--- src/rtl/fetch_unit.sv ---
// PC and fetch stage in front of the combinational instruction ROM; latches the word into IR with a valid flag.
// Latency: one cycle from address to IR. Stall holds PC and IR; a branch or halt squashes the word fetched that cycle.
module fetch_unit #(
    parameter int rom_size    = 256,
    parameter int instr_width = 9,
    parameter int addr_width  = $clog2(rom_size) + 1,
    parameter int off_width   = 6
) (
    input  logic                   clk,
    input  logic                   rst_n,
    input  logic                   start,
    input  logic [addr_width-1:0]  start_addr,
    input  logic                   stall,
    input  logic                   branch_en,
    input  logic                   branch_abs,
    input  logic [addr_width-1:0]  branch_target,
    input  logic [off_width-1:0]   branch_offset,
    input  logic                   halt_req,
    output logic [addr_width-1:0]  instr_addr,
    input  logic [instr_width-1:0] instr_in,
    output logic [instr_width-1:0] ir_out,
    output logic [addr_width-1:0]  ir_pc,
    output logic                   ir_valid,
    output logic                   running,
    output logic                   done,
    output logic                   fault
);

    typedef enum logic [1:0] {IDLE, RUN, HALTED} state_t;

    localparam logic [addr_width-1:0] last_addr = addr_width'(rom_size - 1);

    state_t                 state, state_nx;
    logic [addr_width-1:0]  pc, pc_nx, ir_pc_nx;
    logic [instr_width-1:0] ir_nx;
    logic                   ir_valid_nx, done_nx, fault_nx;
    logic [addr_width-1:0]  rel_target, target;
    logic                   target_ok;

    // Relative targets wrap modulo 2^addr_width; the spare top bit makes wraps land out of range.
    assign rel_target = ir_pc + {{(addr_width-off_width){branch_offset[off_width-1]}}, branch_offset};
    assign target     = branch_abs ? branch_target : rel_target;
    assign target_ok  = (target <= last_addr);

    assign instr_addr = pc;
    assign running    = (state == RUN);

    always_ff @(posedge clk or negedge rst_n) begin
        if (!rst_n) state <= IDLE;
        else        state <= state_nx;
    end

    always_comb begin
        state_nx    = state;
        pc_nx       = pc;
        ir_nx       = ir_out;
        ir_pc_nx    = ir_pc;
        ir_valid_nx = 1'b0;
        done_nx     = done;
        fault_nx    = fault;
        case (state)
            RUN: begin
                if (halt_req) begin
                    done_nx  = 1'b1;
                    state_nx = HALTED;
                end else if (branch_en) begin
                    if (target_ok) begin
                        pc_nx = target;
                    end else begin
                        fault_nx = 1'b1;
                        done_nx  = 1'b1;
                        state_nx = HALTED;
                    end
                end else if (stall) begin
                    ir_valid_nx = ir_valid;
                end else begin
                    ir_nx       = instr_in;
                    ir_pc_nx    = pc;
                    ir_valid_nx = 1'b1;
                    if (pc == last_addr) begin
                        done_nx  = 1'b1;
                        state_nx = HALTED;
                    end else begin
                        pc_nx = pc + addr_width'(1);
                    end
                end
            end
            default: begin
                if (start) begin
                    pc_nx    = start_addr;
                    done_nx  = 1'b0;
                    fault_nx = 1'b0;
                    state_nx = RUN;
                end
            end
        endcase
    end

    always_ff @(posedge clk or negedge rst_n) begin
        if (!rst_n) begin
            pc       <= '0;
            ir_out   <= '0;
            ir_pc    <= '0;
            ir_valid <= 1'b0;
            done     <= 1'b0;
            fault    <= 1'b0;
        end else begin
            pc       <= pc_nx;
            ir_out   <= ir_nx;
            ir_pc    <= ir_pc_nx;
            ir_valid <= ir_valid_nx;
            done     <= done_nx;
            fault    <= fault_nx;
        end
    end

endmodule

--- config.mk ---
export PLATFORM = sky130hd
export DESIGN_NAME = fetch_unit
export DESIGN_NICKNAME = d
export VERILOG_FILES = /design/src/rtl/fetch_unit.sv
export SDC_FILE = /design/constraint.sdc
export NUM_CORES = 1
export LEC_CHECK = 0
export ABC_AREA = 1
export CAP_MARGIN = 10
export CORE_ASPECT_RATIO = 0.75
export CORE_UTILIZATION = 49
export DETAILED_ROUTE_END_ITERATION = 10
export PLACE_DENSITY = 0.82
export RECOVER_POWER = 25
export SLEW_MARGIN = 10
export SYNTH_ARGS = -nofsm -noshare
export SYNTH_HDL_FRONTEND = slang
export SYNTH_SLANG_ARGS = --single-unit
--- constraint.sdc ---
create_clock -name clk -period 3.7 [get_ports clk]
set_clock_uncertainty 0.2 [all_clocks]
set_input_delay 0.925 -clock clk [delete_from_list [all_inputs] [get_ports clk]]
set_output_delay 0.925 -clock clk [all_outputs]
set_load 0.02 [all_outputs]
# Word-level counts from Yosys, hierarchy flattened
# Cells that the tools add are included.
totals:
  regBits: 32
  in_bits: 40
  out_inout_bits: 31
op_classes:
  addsub: 2
  order_cmp: 1
  n_eq_ne: 11
  muxes: 29
  n_bitwise: 3
  n_reduce_logical: 5
ops:
  columns: ["cell", "count"]
  rows:
  - ["$mux W9", 8]
  - ["$mux W1", 14]
  - ["$mux W2", 7]
  - ["$reduce_and A4 Y1", 3]
  - ["$add A9 B1 Y9 const B", 1]
  - ["$add A9 B9 Y9", 1]
  - ["$eq A9 B8 Y1 const B", 1]
  - ["$le A9 B8 Y1 const B", 1]
  - ["$ne A4 B4 Y1 const B", 2]
  - ["$ne A2 B2 Y1 const B", 3]
  - ["$ne A3 B3 Y1 const B", 2]
  - ["$reduce_and A5 Y1", 1]
  - ["$ne A4 B3 Y1 const B", 1]
  - ["$ne A3 B2 Y1 const B", 1]
  - ["$not A1 Y1", 3]
  - ["$eq A2 B1 Y1 const B", 1]
  - ["$reduce_bool A2 Y1", 1]

# Longest topological paths before layout
# Gate-level depths: netlist (run 1).
logic_depth:
  ltp_word: 7
  ltp_mapped: 13
  mapped_depth_nobuf: 13

# Worst setup path before layout (run 1)
# No wires, ideal clock.
synth_path:
  kind: "input to register"
  from: "input port branch_offset[0]"
  to: "register pc[0], in the netlist instr_addr[0]"
  setup_time_ps: 126
  t_arrival_ps: 2418
  setup_slack_ps: 956
  path_stages: 13
  cell_sequence: "ha_1 -> fa_1 -> nand2_1 -> nand2_1 -> nand3_1 -> nand2_1 -> nand2_1 -> nand3_1 -> nand3_1 -> nand2_2 -> buf_6 -> nand2_1 -> o21ai_1"
synth_via:
  elab_chain_len: 6
  elab_cells_between_ends: 9
  cone_classes: "add/sub (1); order compare (1); eq/ne (1); mux (5); reduce/logical (1)"
synth_lines:
  columns: ["element", "line", "text"]
  rows:
  - ["start, declared", "17", "input logic [off_width-1:0] branch_offset,"]
  - ["$add A9 B9 Y9 *", "41", "assign rel_target = ir_pc + {{(addr_width-off_width){branch_offset[off_width-1]}}, branch_offset};"]
  - ["$mux W9 *", "42", "assign target = branch_abs ? branch_target : rel_target;"]
  - ["parallel branches: the longest is 4 deep, another holds $le A9 B8 Y1", null, null]
  - ["end signal, assigned", "108", "pc <= pc_nx;"]
  - ["end, declared", "34", "logic [addr_width-1:0] pc, pc_nx, ir_pc_nx;"]
# Mark *: on every way between the ends. The select of a mux whose other input is x is not followed.
# A chain may end at the register's enable or synchronous reset.

# Worst setup path after layout (run 1)
layout_path:
  from: "input port branch_offset[0]"
  to: "register pc[7], in the netlist instr_addr[7]"
# Same word-level chain as after synthesis.

==> impl_metrics.yaml, run 1 <==
die:
  initial_core_util_pct: 51.5
  die_area_um2: 4560
  core_area_um2: 4080
  io_pins: 71
  row_count: 20
  dieHeight_um: 58.7
  die_w_um: 77.6
setup_path:
  reg2reg_depth: 13
  crit_required_ns: 3.68
  worstSetupStartpointType: "input pin"
  ff2ff_setup_slack_ns: 1.12
  crit_path_max_fanout: 15
  reg2reg_from: "instr_addr[0]$_DFFE_PN0P_"
  critical_path_class: "input pin to register"
  r2r_end: "instr_addr[7]$_DFFE_PN0P_"
  end_kind: "register"
  worst_ep_arrival_time_ns: 3.09
routing:
  firstDrtPassIters: 4
  detail_route.vias_per_cell: 5.10
  wl_mm: 5.40
  drtIter0Drc: 125
  wl_per_cell_um: 13.5
  vias: 2035
  drcViolationCount: 0
  drtAntennaViolNets: 0
finish:
  fillers: 320
  syn_to_final_growth_pct: 39.0
  multi_input_area_um2: 1160
  diodes: 0
  drive_gt1_share_pct: 8.14
  fin_area_um2: 2920
  seq_area_um2: 776
  final_nets: 395
logic_synthesis:
  synth-adder-area-share_pct: 6.91
  synth_area_per_cell_um2: 7.75
  synth_top_family_by_area: "simple AND/OR/NAND/NOR gates"
  synth_top_cell_by_area: "dfrtp_1"
  synthTopCellsByArea: "dfrtp_1 37%, nand2_1 14%, ha_1 6.0%"
  synth_nets: 322
  seq_area_frac_synth_pct: 36.9
  synth-compound-area-share_pct: 12.1
  synth_xor_area_share_pct: 1.25
  ys_types: 32
  synth.top_cell.area_share_pct: 36.9
  synthMuxAreaShare_pct: 6.08
  ys_warn_count: 0
  synthSimpleGateAreaFrac_pct: 28.9
  syn_inst: 271
  synth-seq-cells: 31
  netlist_area_um2: 2100
grt:
  gr-total-overflow: 0
  antenna_found_initial: 0
  grt_pass1_wl_mm: 8.85
  grt_pass1_vias: 1900
  grt_max_degree: 32
  track_usage_pct: 25.6
place:
  io_buffers: 70
  dp_hpwl_mm: 4.13
  place_congestion: 0.902
  post_dp_cell_area_um2: 2840
worst_hold_path:
  holdPathStages: 1
  hp-start: "ir_valid$_DFFE_PN0N_"
  hold_path_end: "ir_valid$_DFFE_PN0N_"
  min_path_type: "register to register"
sta:
  fmax_mhz: 322
  hold_viol_final: 0
  slew_violations: 32
  rsz0062_at_grt: "false"
  finalCriticalPeriod_ns: 3.11
  slew_headroom_pct: -18.6
  setup_tns_ns: 0
  tightest_slew_ns: 1.78
  post-route-period-util_pct: 84.0
  setup_viol: 0
pwr:
  pwr_density_cell_nw_per_um2: 802
  p_total_mw: 2.34
  ir_drop_uv: 432
  p_leak_nw: 1.43
run:
  drv_cap: 1
run_status:
  status: "complete, but fails checks"
  violations: "capacitance limit, slew limit"
clock_network:
  insertion_delay_ns: 0.29
  clkTransAtPathRegs_ns: 0.07
  post_cts_buffers: 0
  hold_buffers: 0
  cts_tree: "yes"
  cts-root-buf: "clkbuf_8"
  cts_inserted_buffers: 5
  h-tree-depth: 2
  clk_path_buf_depth: 2
  cts.sinks: 31
  ctsResizeCount: 0
-- final cells by class --
class	instances	share of cell area [%]
clock buffers	6	2.83
clock inverters	1	0.171
inverters	32	4.20
multi-input cells	203	39.8
flip-flops and latches	31	26.6
well taps	55	2.36
repair buffers	71	24.1
-- layout by cell type (no fill, tap or decap), drive strengths merged --
master	count
clkbuf	7
mux2	10
clkinv	1
dfrtp	31
inv	32
fa	1
o211ai	1
a211oi	2
o21a	1
clkdlybuf4s50	69
nand2	79
nand4	4
or2	3
o21bai	2
nand3	20
o21ai	22
ha	10
nor3	1
xor2	2
xnor2	1
nor2	28
o31ai	2
a21oi	14
dlygate4sd3	1
-- worst max path at each step --
stage                                endpoint  slack (ns)             start  cells after the start
floorplan           instr_addr[0]$_DFFE_PN0P_        0.96  branch_offset[0]                     13
finish              instr_addr[7]$_DFFE_PN0P_        0.59  branch_offset[0]                     13
CTS                 instr_addr[7]$_DFFE_PN0P_        0.61  branch_offset[0]                     13
global route        instr_addr[7]$_DFFE_PN0P_        0.37  branch_offset[0]                     13
global placement    instr_addr[7]$_DFFE_PN0P_        0.39  branch_offset[0]                     13
detailed placement  instr_addr[7]$_DFFE_PN0P_        0.32  branch_offset[0]                     13
-- critical path, stage by stage --
cell and delay, ns:
clkdlybuf4s50_1 0.40, ha_1 0.23, fa_1 0.39, nand2_1 0.10
nand2_1 0.10, nand3_1 0.14, nand3_1 0.09, nand3_1 0.09
nand3_1 0.13, nand2_2 0.25, inv_1 0.12, nand2_1 0.07
nand2_1 0.05
-- where the power goes --
| part | switching (mW) | leakage, nW | internal, mW |
|---|---|---|---|
| clock | 0.130 | 0.0470 | 0.146 |
| combinational | 0.790 | 0.995 | 0.626 |
| sequential | 0.148 | 0.386 | 0.501 |
-- sequential cells by signal, summed over array words and instances (netlist names) --
register and count:
fault 1, instr_addr 9, ir_out 9, ir_pc 9, ir_valid 1, state 2
-- cells in the mapped netlist, drive strengths merged --
| cell type | instances |
|---|---|
| nand2 | 79 |
| inv | 32 |
| dfrtp | 31 |
| nor2 | 28 |
| o21ai | 22 |
| nand3 | 20 |
| a21oi | 14 |
| ha | 10 |
| mux2 | 10 |
| nand4 | 4 |
| buf | 3 |
| or2 | 3 |
| a211oi | 2 |
| clkbuf | 2 |
| o21bai | 2 |
| o31ai | 2 |
| xor2 | 2 |
| fa | 1 |
| nor3 | 1 |
| o211ai | 1 |
| o21a | 1 |
| xnor2 | 1 |
-- through the flow --
step	std cells	util, %	worst slack (ns)	hold slack, ns
floorplan	271	-	0.956	0.242
detailed placement	392	69.5	0.315	0.271
global route	399	71.6	0.370	0.306
finish	399	71.6	0.591	0.289
global placement	392	69.5	0.393	0.264
CTS	399	71.7	0.613	0.290
-- metal layers --
| layer | GRT usage, % | routed length, µm | vias to the layer above |
|---|---|---|---|
| li1 | - | - | 1029 |
| met1 | 37.8 | 2730 | 927 |
| met4 | 7.55 | 49 | 0 |
| met2 | 38.2 | 2270 | 73 |
| met3 | 5.12 | 350 | 6 |
| met5 | 0 | 0 | - |
-- cell families after synthesis --
group | Yosys count
AOI/OAI and AO/OA | 44
xor gates and xnor gates | 3
adders and majority gates | 11
buffers and inverters | 37
DFF | 31
muxes | 10
and+or+nand+nor | 135
Note: power is estimated with default switching activity, not from simulation.
==> run 2, diff against run 1 <==
--- a/config.mk
+++ b/config.mk
@@ -8,9 +8,9 @@
 export ABC_AREA = 1
 export CAP_MARGIN = 10
 export CORE_ASPECT_RATIO = 0.75
-export CORE_UTILIZATION = 49
+export CORE_UTILIZATION = 41
 export DETAILED_ROUTE_END_ITERATION = 10
-export PLACE_DENSITY = 0.82
+export PLACE_DENSITY = 0.73
 export RECOVER_POWER = 25
 export SLEW_MARGIN = 10
 export SYNTH_ARGS = -nofsm -noshare
==> constraint.sdc (replaced) <==
create_clock -name clk -period 2.65 [get_ports clk]
set_clock_uncertainty 0.2 [all_clocks]
set_input_delay 0.6625 -clock clk [delete_from_list [all_inputs] [get_ports clk]]
set_output_delay 0.6625 -clock clk [all_outputs]
set_load 0.02 [all_outputs]
==> impl_metrics.yaml, run 2 (same netlist as run 1, synthesis figures left out) <==
clock_network:
  clk_path_buf_depth: 2
  clkTransAtPathRegs_ns: 0.07
  insertion_delay_ns: 0.29
  hold_buffers: 0
  cts_tree: "yes"
  cts.sinks: 31
  cts-root-buf: "clkbuf_8"
  cts_inserted_buffers: 5
  h-tree-depth: 2
worst_hold_path:
  holdPathStages: 2
  hp-start: "state[0]$_DFFE_PN0P_"
  hold_path_end: "state[0]$_DFFE_PN0P_"
  min_path_type: "register to register"
sta:
  slew_headroom_pct: 46.3
  setup_tns_ns: 0
  slew_violations: 0
  fmax_mhz: 410
  post-route-period-util_pct: 91.9
  tightest_slew_ns: 0.805
  hold_viol_final: 0
  finalCriticalPeriod_ns: 2.44
  setup_viol: 0
  rsz0062_at_grt: "false"
die:
  core_area_um2: 4900
  die_w_um: 84.7
  row_count: 22
  io_pins: 71
  initial_core_util_pct: 42.9
  die_area_um2: 5420
  dieHeight_um: 64.0
setup_path:
  crit_buf_inv: 3
  worst_ep_arrival_time_ns: 2.43
  crit_family: "simple AND/OR/NAND/NOR gates"
  cp_slowest_cell: "clkdlybuf4s50_1"
  cp_slowest_stage_delay_ns: 0.42
  crit_required_ns: 2.64
  worstSetupStartpointType: "input pin"
  critical_path_class: "input pin to register"
  crit_path_max_fanout: 3
  reg2reg_from: "instr_addr[0]$_DFFE_PN0P_"
  reg2reg_depth: 13
  crit_top_cell: "nand2_1"
  r2r_end: "instr_addr[6]$_DFFE_PN0P_"
  path_cells: "clkdlybuf4s50_1, ha_1, or2_1, nand3_2, nand2_1, nand2_1, nand3_2, nand3_4, buf_6, nand3_1, nand2_1, inv_1"
  end_kind: "register"
  ff2ff_setup_slack_ns: 0.30
  worstSetupPathDepth: 12
grt:
  grt_pass1_vias: 1990
  gr-total-overflow: 0
  track_usage_pct: 22.8
  antenna_found_initial: 0
  grt_pass1_wl_mm: 9.49
  grt_max_degree: 32
finish:
  final_common_cell: "nand2_1"
  diodes: 0
  final_nets: 421
  drive_gt1_share_pct: 17.5
  final_cell_mix: "75 x nand2_1, 67 x clkdlybuf4s50_1, 31 x dfrtp_1, 30 x inv_1"
  syn_to_final_growth_pct: 52.8
  fin_area_um2: 3210
place:
  place_congestion: 0.818
  post_dp_cell_area_um2: 3020
  io_buffers: 70
  dp_hpwl_mm: 4.50
pwr:
  pwr_density_cell_nw_per_um2: 1140
  p_leak_nw: 1.60
  ir_drop_uv: 529
routing:
  detail_route.vias_per_cell: 4.97
  drtAntennaViolNets: 0
  wl_per_cell_um: 14.0
  wl_mm: 6.02
  firstDrtPassIters: 7
  drtIter0Drc: 124
  drcViolationCount: 3
  vias: 2143
run:
  drv_cap: 0
run_status:
  violations: "DRC"
  status: "complete, but fails checks"
==> run 2: stage by stage <==
step / hold slack [ns] / worst slack, ns / instances / total power, mW / utilization [%]
2_1_floorplan: 0.167 / 0.169 / 271 / 2.13 / -
5_1_grt: 0.307 / 0.111 / 431 / 3.92 / 65.5
6_report: 0.275 / 0.214 / 431 / 3.66 / 65.5
4_1_cts: 0.282 / 0.00443 / 430 / 3.60 / 64.4
3_5_place_dp: 0.265 / -0.433 / 421 / 3.07 / 61.7
3_3_place_gp: 0.260 / -0.336 / 421 / 3.02 / 61.7
==> run 2: worst reg2reg max path, stage by stage (launching register included) <==
cell	delay, ns
dfrtp_1	0.35
ha_1	0.19
nand3_1	0.10
nor2_1	0.17
nand2_1	0.09
nor3_1	0.21
ha_1	0.19
inv_1	0.05
a21oi_1	0.24
o31ai_4	0.13
nand2_4	0.14
inv_1	0.08
nand2_1	0.06
nand2_1	0.05
==> run 2: power by group <==
| part | leakage, nW | total, mW | internal [mW] | switching [mW] |
|---|---|---|---|---|
| clock | 0.0612 | 0.501 | 0.304 | 0.196 |
| sequential | 0.386 | 0.888 | 0.699 | 0.189 |
| combinational | 1.15 | 2.28 | 1.05 | 1.22 |
| total | 1.60 | 3.66 | 2.06 | 1.61 |
==> run 2: timing repair <==
action                     CTS  global route
gates cloned                 1             0
buffers inserted             0             1
pin swaps                    1             8
resized for setup            2            13
setup endpoints to repair    9            12
==> run 2: worst max-delay path by stage <==
stage,start,endpoint
6_report,branch_offset[3],instr_addr[8]$_DFFE_PN0P_
5_1_grt,branch_offset[3],instr_addr[8]$_DFFE_PN0P_
4_1_cts,branch_offset[0],instr_addr[6]$_DFFE_PN0P_
3_5_place_dp,branch_offset[0],instr_addr[4]$_DFFE_PN0P_
3_3_place_gp,branch_offset[0],instr_addr[6]$_DFFE_PN0P_
2_1_floorplan,branch_offset[0],instr_addr[0]$_DFFE_PN0P_
==> run 2: area by class of cell <==
class | instances | area (µm²)
multi-input cells | 204 | 1220
repair buffers | 96 | 902
clock inverters | 2 | 35.0
fillers | 438 | 1690
clock buffers | 6 | 82.6
well taps | 60 | 75.1
inverters | 32 | 123
flip-flops and latches | 31 | 776
==> run 2: routing by layer <==
| layer | vias up | part of all wire (%) | GRT usage, % | routed length (µm) |
|---|---|---|---|---|
| li1 | 1086 | - | - | - |
| met1 | 977 | 48 | 32.2 | 2890 |
| met3 | 13 | 5.4 | 4.13 | 324 |
| met2 | 67 | 45 | 35.8 | 2690 |
| met4 | 0 | 1.8 | 6.36 | 108 |
| met5 | - | 0 | 0 | 0 |
==> run 3, diff against run 2 <==
--- a/config.mk
+++ b/config.mk
@@ -12,7 +12,7 @@
 export DETAILED_ROUTE_END_ITERATION = 10
 export PLACE_DENSITY = 0.73
 export RECOVER_POWER = 25
-export SLEW_MARGIN = 10
+export SLEW_MARGIN = 15
 export SYNTH_ARGS = -nofsm -noshare
 export SYNTH_HDL_FRONTEND = slang
 export SYNTH_SLANG_ARGS = --single-unit
==> results of run 3 <==
Final layout, timing and power as in run 2 (identical DEF).
